$ cat src/rtl/frame_transmitter_pkg.sv
// frame_transmitter_pkg: shared FSM states, register addresses and frame constants
package frame_transmitter_pkg;
  typedef enum logic [2:0] {S_IDLE, S_PRE, S_DST, S_SRC, S_TYPE, S_PAY, S_GAP} tx_state_t;
  localparam int STUBBING_PASSTHROUGH = 1;
  localparam int NUM_CFG = 19;
  localparam logic [7:0] ADDR_CTRL = 8'd19;
  localparam logic [7:0] ADDR_SENT = 8'd20;
  localparam logic [7:0] ADDR_CSUM = 8'd21;
  localparam logic [15:0] PREAMBLE_WORD = 16'h5555;
  localparam logic [15:0] SFD_WORD = 16'h55D5;
  localparam int HDR_MAC_WORDS = 3;
  function automatic logic [15:0] mac_word(input logic [47:0] mac, input logic [1:0] k);
    return k == 2'd0 ? mac[15:0] : k == 2'd1 ? mac[31:16] : mac[47:32];
  endfunction
endpackage

$ cat src/rtl/frame_transmitter_regs.sv
// frame_tx_regs: Avalon register file, start pulse, per-frame snapshot and readback (FRAME_TX_STALL_COUNT_EN adds the stall counter)
module frame_tx_regs
  import frame_transmitter_pkg::*;
(
  input  logic        clk,
  input  logic        reset,
  input  logic [7:0]  i_writedata,
  input  logic        i_write,
  input  logic        i_chipselect,
  input  logic [7:0]  i_address,
  input  logic        i_read,
  output logic [7:0]  o_readdata,
  input  logic        i_busy,
  input  logic [7:0]  i_frames_sent,
  input  logic [31:0] i_checksum,
  input  logic        i_snap,
`ifdef FRAME_TX_STALL_COUNT_EN
  input  logic        i_stall,
`endif
  output logic        o_start,
  output logic [7:0]  o_count,
  output logic [47:0] o_dst,
  output logic [47:0] o_src,
  output logic [15:0] o_type,
  output logic [15:0] o_seed,
  output logic [7:0]  o_len,
  output logic [7:0]  o_gap
);
  logic [7:0] r_cfg [NUM_CFG];
  logic [47:0] r_dst, r_src;
  logic [15:0] r_type, r_seed;
  logic [7:0] r_len, r_gap, w_rd;
  logic w_wr;
  assign w_wr = i_chipselect && i_write;
  assign o_start = w_wr && i_address == ADDR_CTRL && i_writedata[0];
  assign o_count = r_cfg[18];
  assign o_dst = r_dst;
  assign o_src = r_src;
  assign o_type = r_type;
  assign o_seed = r_seed;
  assign o_len = r_len;
  assign o_gap = r_gap;
  // Live configuration registers at addresses 0-18
  always_ff @(posedge clk)
    if (reset) for (int i = 0; i < NUM_CFG; i++) r_cfg[i] <= '0;
    else if (w_wr && i_address < ADDR_CTRL) r_cfg[i_address[4:0]] <= i_writedata;
  // Snapshot taken as each frame begins so mid-frame writes only affect later frames
  always_ff @(posedge clk)
    if (reset) begin
      r_dst <= '0;
      r_src <= '0;
      r_type <= '0;
      r_seed <= '0;
      r_len <= '0;
      r_gap <= '0;
    end else if (i_snap) begin
      r_dst <= {r_cfg[5], r_cfg[4], r_cfg[3], r_cfg[2], r_cfg[1], r_cfg[0]};
      r_src <= {r_cfg[11], r_cfg[10], r_cfg[9], r_cfg[8], r_cfg[7], r_cfg[6]};
      r_type <= {r_cfg[13], r_cfg[12]};
      r_len <= r_cfg[14];
      r_gap <= r_cfg[15];
      r_seed <= {r_cfg[17], r_cfg[16]};
    end
`ifdef FRAME_TX_STALL_COUNT_EN
  logic [15:0] r_stall;
  // Saturating count of stalled stream cycles; any write to its low byte clears it
  always_ff @(posedge clk)
    if (reset || (w_wr && i_address == 8'd25)) r_stall <= '0;
    else if (i_stall && r_stall != 16'hFFFF) r_stall <= r_stall + 16'd1;
`endif
  // Readback mux; unmapped addresses read as zero
  always_comb begin
    w_rd = i_address < ADDR_CTRL ? r_cfg[i_address[4:0]] : 8'd0;
    case (i_address)
      ADDR_CTRL:         w_rd = {7'd0, i_busy};
      ADDR_SENT:         w_rd = i_frames_sent;
      ADDR_CSUM:         w_rd = i_checksum[7:0];
      ADDR_CSUM + 8'd1:  w_rd = i_checksum[15:8];
      ADDR_CSUM + 8'd2:  w_rd = i_checksum[23:16];
      ADDR_CSUM + 8'd3:  w_rd = i_checksum[31:24];
`ifdef FRAME_TX_STALL_COUNT_EN
      8'd25:             w_rd = r_stall[7:0];
      8'd26:             w_rd = r_stall[15:8];
`endif
      default: ;
    endcase
  end
  // Read data registered; zero on cycles without a read
  always_ff @(posedge clk)
    if (reset) o_readdata <= '0;
    else o_readdata <= (i_chipselect && i_read) ? w_rd : 8'd0;
endmodule

$ cat src/rtl/frame_transmitter.sv
// frame_transmitter: Avalon-configured frame generator on a 16-bit AXI-Stream egress (FRAME_TX_STALL_COUNT_EN adds a stall counter)
module frame_transmitter
  import frame_transmitter_pkg::*;
#(
  parameter int STUBBING = STUBBING_PASSTHROUGH,
  parameter int PREAMBLE_WORDS = 3
) (
  input  logic        clk,
  input  logic        reset,
  input  logic [7:0]  writedata,
  input  logic        write,
  input  logic        chipselect,
  input  logic [7:0]  address,
  input  logic        read,
  output logic [7:0]  readdata,
  output logic [15:0] egress_port_tdata,
  output logic        egress_port_tvalid,
  input  logic        egress_port_tready,
  output logic        egress_port_tlast
);
  tx_state_t r_state, w_state_n;
  logic [7:0] r_idx, w_idx_n, r_gap_cnt, w_gap_n, r_left, r_sent;
  logic [31:0] r_sum, r_csum;
  logic [47:0] w_dst, w_src;
  logic [15:0] w_type, w_seed, w_pay;
  logic [7:0] w_len, w_gap, w_count, w_last_idx;
  logic w_start, w_start_ok, w_snap, w_fire, w_eof;
  frame_tx_regs u_regs (
    .clk(clk),
    .reset(reset),
    .i_writedata(writedata),
    .i_write(write),
    .i_chipselect(chipselect),
    .i_address(address),
    .i_read(read),
    .o_readdata(readdata),
    .i_busy(r_state != S_IDLE),
    .i_frames_sent(r_sent),
    .i_checksum(r_csum),
    .i_snap(w_snap),
`ifdef FRAME_TX_STALL_COUNT_EN
    .i_stall(egress_port_tvalid && !egress_port_tready),
`endif
    .o_start(w_start),
    .o_count(w_count),
    .o_dst(w_dst),
    .o_src(w_src),
    .o_type(w_type),
    .o_seed(w_seed),
    .o_len(w_len),
    .o_gap(w_gap)
  );
  assign w_pay = w_seed + {8'd0, r_idx};
  assign w_last_idx = w_len == 8'd0 ? 8'd0 : w_len - 8'd1;
  assign egress_port_tvalid = (r_state inside {S_PRE, S_DST, S_SRC, S_TYPE, S_PAY}) && (STUBBING != STUBBING_PASSTHROUGH);
  assign egress_port_tlast = r_state == S_PAY && r_idx == w_last_idx;
  assign egress_port_tdata = r_state == S_PRE ? (r_idx == 8'(PREAMBLE_WORDS - 1) ? SFD_WORD : PREAMBLE_WORD)
                           : r_state == S_DST ? mac_word(w_dst, r_idx[1:0])
                           : r_state == S_SRC ? mac_word(w_src, r_idx[1:0])
                           : r_state == S_TYPE ? w_type
                           : r_state == S_PAY ? w_pay : 16'd0;
  assign w_fire = egress_port_tvalid && egress_port_tready;
  assign w_eof = w_fire && egress_port_tlast;
  assign w_start_ok = w_start && r_state == S_IDLE && w_count != 8'd0 && (STUBBING != STUBBING_PASSTHROUGH);
  assign w_snap = w_state_n == S_PRE && r_state != S_PRE;
  // Next state: words and states advance only on an accepted beat
  always_comb begin
    w_state_n = r_state;
    w_idx_n = w_fire ? r_idx + 8'd1 : r_idx;
    w_gap_n = r_gap_cnt;
    case (r_state)
      S_IDLE: if (w_start_ok) w_state_n = S_PRE;
      S_PRE: if (w_fire && r_idx == 8'(PREAMBLE_WORDS - 1)) begin
        w_state_n = S_DST;
        w_idx_n = '0;
      end
      S_DST: if (w_fire && r_idx == 8'(HDR_MAC_WORDS - 1)) begin
        w_state_n = S_SRC;
        w_idx_n = '0;
      end
      S_SRC: if (w_fire && r_idx == 8'(HDR_MAC_WORDS - 1)) begin
        w_state_n = S_TYPE;
        w_idx_n = '0;
      end
      S_TYPE: if (w_fire) begin
        w_state_n = S_PAY;
        w_idx_n = '0;
      end
      S_PAY: if (w_eof) begin
        w_idx_n = '0;
        w_gap_n = w_gap;
        if (r_left == 8'd1) w_state_n = S_IDLE;
        else if (w_gap != 8'd0) w_state_n = S_GAP;
        else w_state_n = S_PRE;
      end
      S_GAP: begin
        w_gap_n = r_gap_cnt - 8'd1;
        if (r_gap_cnt == 8'd1) w_state_n = S_PRE;
      end
      default: w_state_n = S_IDLE;
    endcase
  end
  // State, word counter and gap countdown
  always_ff @(posedge clk)
    if (reset) begin
      r_state <= S_IDLE;
      r_idx <= '0;
      r_gap_cnt <= '0;
    end else begin
      r_state <= w_state_n;
      r_idx <= w_idx_n;
      r_gap_cnt <= w_gap_n;
    end
  // Burst bookkeeping and payload checksum, published on the accepted last word
  always_ff @(posedge clk)
    if (reset) begin
      r_left <= '0;
      r_sent <= '0;
      r_sum <= '0;
      r_csum <= '0;
    end else begin
      if (w_start_ok) r_left <= w_count;
      else if (w_eof) r_left <= r_left - 8'd1;
      if (w_eof) r_sent <= r_sent + 8'd1;
      if (w_fire && r_state == S_PAY) r_sum <= w_eof ? 32'd0 : r_sum + {16'd0, w_pay};
      if (w_eof) r_csum <= r_sum + {16'd0, w_pay};
    end
endmodule

$ cat config.mk
export PLATFORM = sky130hd
export DESIGN_NAME = frame_transmitter
export DESIGN_NICKNAME = d
export VERILOG_FILES = /design/src/rtl/frame_transmitter_pkg.sv /design/src/rtl/frame_transmitter_regs.sv /design/src/rtl/frame_transmitter.sv
export SDC_FILE = /design/constraint.sdc
export NUM_CORES = 1
export LEC_CHECK = 0
export CAP_MARGIN = 20
export CORE_UTILIZATION = 60
export DETAILED_ROUTE_END_ITERATION = 10
export GPL_TIMING_DRIVEN = 0
export HOLD_SLACK_MARGIN = 0.03
export PLACE_DENSITY = 0.78
export SLEW_MARGIN = 0
export SYNTH_ARGS = -nofsm -noshare
export SYNTH_HDL_FRONTEND = slang
export SYNTH_HIERARCHICAL = 1
export SYNTH_SLANG_ARGS = --single-unit
$ cat constraint.sdc
create_clock -name clk -period 6.4 [get_ports clk]
set_input_delay 1.28 -clock clk [delete_from_list [all_inputs] [get_ports clk]]
set_output_delay 1.28 -clock clk [all_outputs]
set_load 0.005 [all_outputs]
; Word-level counts from Yosys, hierarchy flattened
; Memories as Yosys holds them, arrays and structs flattened. A register that Yosys moved wholly into a read port is not among the register bits.
; Cells that the tools add are included.
[op_classes]
addsub = 2
order_cmp = 1
eq_ne = 15
n_mux = 18
bitwise_logic = 1
n_reduce_logical = 13
[ops]
columns = cell, count
row1 = two-way mux 16 bit, 5
row2 = == test 8 x 5 -> 1 bit (second input constant), 6
row3 = two-way mux 8 bit, 3
row4 = zero test 8 bit, 2
row5 = one-hot mux 8 bit (2 select lines), 1
row6 = subtractor 8 x 1 -> 8 bit (second input constant), 2
row7 = == test 3 bit (second input constant), 3
row8 = == test 8 x 1 -> 1 bit (second input constant), 1
row9 = less-than comparator 8 x 5 -> 1 bit (second input constant), 1
row10 = OR reduction 8 bit, 1
row11 = == test 3 x 1 -> 1 bit (second input constant), 2
row12 = == test 3 x 2 -> 1 bit (second input constant), 2
row13 = two-way mux 1 bit, 6
row14 = one-hot mux 3 bit (2 select lines), 1
row15 = OR reduction 6 bit, 1
row16 = logical AND 1 bit, 5
row17 = two-way mux 5 bit, 1
row18 = OR reduction 5 bit, 1
row19 = zero test 3 bit, 1
row20 = two-way mux 3 bit, 1
row21 = != test 3 x 1 -> 1 bit (second input constant), 1
row22 = nonzero test 3 bit, 1
row23 = OR reduction 2 bit, 1
row24 = NOT 1 bit, 1
[totals]
regBits = 19
ram_bits = 152
in_bits = 22
out_inout_bits = 26
elab_cells = 54
mem_count = 1
[memory_table]
columns = memory, depth, width, rd, rd_clocked_by_memory_dff, write_ports, line_no
row1 = u_regs.r_cfg, 19, 8, 10, 9, 19, frame_transmitter_regs.sv:29  ; logic [7:0] r_cfg [NUM_CFG];

; Depth between registers and ports, before layout
[depth]
depth_word = 7
mapped_depth = 9
mapped_depth_nobuf = 6

; By module
; The synthesis kept the hierarchy.
[modules_own_cells]
columns = module, instances, cells_each, area_per_inst_um2, seq_area_each_um2
row1 = frame_tx_regs, 1, 1206, 16646.0, 10650.2
row2 = frame_transmitter, 1, 138, 1127.3, 220.2

; Worst setup path before layout
; No wires, ideal clock.
[synth_path]
path_type = in2reg
from = in reset
to = mem u_regs.r_cfg[13][0] (enable)
setup_time_ns = 0.334
t_arrival_ns = 2.720
required_ns = 6.066
slack_ns = 3.346
stages = 6
path_buffers = 2
cell_sequence = buf_2 -> nand3b_1 -> nor4_1 -> buf_2 -> nand2_1 -> nand2b_1
[synth_lines]
columns = element, line_no
row1 = from (decl), frame_transmitter.sv:9  ; input logic reset,
row2 = to (decl), frame_transmitter_regs.sv:29

==> results.cfg <==
[outcome]
outcome = finished, final reports clean

[routing]
vias_per_cell = 5.98
final_antenna_net_count = 0
drtIter0Drc = 1071
wl_um = 40300
drtPass1Iterations = 5
drcViolationCount = 0
wire_per_inst_um = 23.8
vias = 10100

[global_route]
track_usage = 0.316
antenna_found_initial = 1
grt_max_degree = 15
grt_pass1_vias = 9962
grt_pass1_wl_um = 59500
grt_use_met3 = 0.0686
top_usage_layer = met2
grt_use_met2 = 0.513
grt_util_met1 = 0.411
gr-total-overflow = 0

[worst_setup_path]
critPathArrivalTime_ps = 4260
critical_path_class = input port to register
r2r_cells = 9
cp-end-kind = register
worstReg2RegEnd = u_regs/o_src[8]
crit_fanout = 14
ff2ff_setup_slack_ps = 3730
regToRegStartpoint = r_gap_cnt[1]
worstPathRequired_ps = 6640
startpoint_type = input port

[place]
globalplace.congestion = 0.988
io_buffers = 42
pre_cts_ws_ps = 1970
hpwl_um = 29400
dp_cells = 1632

[die]
fp.dieH_um = 162
row_count = 58
start_util = 0.609
io_pins = 48
die-area_um2 = 26100
dieWidth_um = 162
coreArea_um2 = 25100

[synth]
synth_area_um2 = 15300
synth_warnings = 6
synth_cells = 1117
avgSynthCellArea_um2 = 13.7

[sta]
finalSetupTns_ps = 0
worstMarginPinSlew_ps = 981
min_period_ps = 4020
maxSlewViolCount = 0
hold_viol = 0
relSlewSlack = 0.341
timing.final.ws_setup_ps = 2380
setup_viol_count_final = 0
rsz0062_at_grt = no
fmax_mhz = 249
final.period_utilization = 0.628
finClkSkew_ps = 11.8

[clocking]
ctsHoldBuffers = 0
cts_setup_buffers = 0
worstSkewPairLatency_ps = 510
cts_resized = 0
cts_tree = done
root_buffer = clkbuf_16
clock-sinks = 347
clk_path_buf_depth = 3
cts_buffers = 36
htree_levels = 2
clkTransAtPathRegs_ps = 60

[power]
power_density_nw_per_um2 = 275
clkPwrFrac = 0.424
p_int_mw = 3.84
p_seq_frac = 0.515
ir_drop_v = 0.000246
leakagePower_nw = 6.38
netSwitchingPower_mw = 1.06
combPwrFrac = 0.060
swShare = 0.215

[hold_path]
hold_start = u_regs/o_type[6]
hp-class = register to register
min_path_cells = 2
worstHoldEndpoint = u_regs/o_type[6]

[cells_and_area]
stdcell_count = 1695
insertedDiodeCount = 0
fillers = 1728
area_delta_synth_final_pct = 16.7
final_nets = 1365
drive_above_1_share = 0.141

[flow_run]
maxCapViolCount = 0
worst max-delay path, cell delays in order:
cell             delay (ps)
clkdlybuf4s50_1         650
buf_2                   360
nand3b_1                440
a211oi_4                650
nand2_2                 380
inv_1                   490
power by group through the flow:
stage | Sequential [mW] | Combinational (mW) | Clock (mW)
CTS | 2.52 | 0.285 | 2.10
detailed placement | 2.57 | 0.283 | 0
global route | 2.53 | 0.309 | 2.19
global placement | 2.57 | 0.281 | 0
floorplan | 2.55 | 0.193 | 0
finish | 2.53 | 0.295 | 2.08
cell type report:
cell class / instances / area, um2 / area share
Sequential cell: 347 / 9430 / 0.528
Multi-Input combinational cell: 806 / 5870 / 0.329
Clock buffer: 50 / 1070 / 0.0598
Buffer: 90 / 460 / 0.0258
Timing Repair Buffer: 42 / 420 / 0.0236
Tap cell: 330 / 413 / 0.0231
Clock inverter: 13 / 119 / 0.00666
Inverter: 17 / 63.8 / 0.00358
state kept, by name (all words and copies together), names as in the netlist:
signal,cells
r_gap_cnt,8
u_regs/r_cfg,256
u_regs/o_len,8
u_regs/o_dst,16
u_regs/o_readdata,8
u_regs/o_src,16
u_regs/o_type,16
u_regs/o_seed,16
r_state,3
metrics by stage:
| step | area [um2] | total power, mW | hold WS, ps | util |
|---|---|---|---|---|
| finish | 17800 | 4.90 | 494 | 0.711 |
| global route | 17800 | 5.03 | 509 | 0.711 |
| CTS | 17800 | 4.91 | 486 | 0.711 |
| detailed placement | 16700 | 2.86 | 478 | 0.663 |
| global placement | 16700 | 2.85 | 469 | 0.663 |
| floorplan | 15800 | 2.74 | 451 | - |
worst max path at each step:
| stage | to | slack [ps] | cells past startpoint | start |
|---|---|---|---|---|
| detailed placement | u_regs/r_cfg[19][3] | 1970 | 6 | reset |
| finish | u_regs/r_cfg[17][3] | 2380 | 6 | reset |
| floorplan | u_regs/r_cfg[13][0] | 3350 | 6 | reset |
| CTS | u_regs/r_cfg[30][3] | 2430 | 6 | reset |
| global placement | u_regs/r_cfg[30][2] | 2010 | 6 | reset |
| global route | u_regs/r_cfg[13][7] | 2280 | 7 | reset |
layout by cell type, fill, tap and decap left out, types with 25 or more instances in the layout:
cell type and count:
conb_1 145, clkbuf_1 47, dfxtp_1 99, nor2_1 145
clkdlybuf4s50_1 42, nand2_1 25, clkbuf_16 38, and3_1 34
mux2i_1 105, and2_1 38, edfxtp_1 248, mux4_2 55
routing by layer:
| metal | vias to the layer above | routed length, um |
|---|---|---|
| met5 | - | 0 |
| met4 | 0 | 1880 |
| met3 | 106 | 3910 |
| met2 | 539 | 19100 |
| met1 | 4992 | 15400 |
| li1 | 4501 | - |
Note: power is estimated with default switching activity, not from simulation.
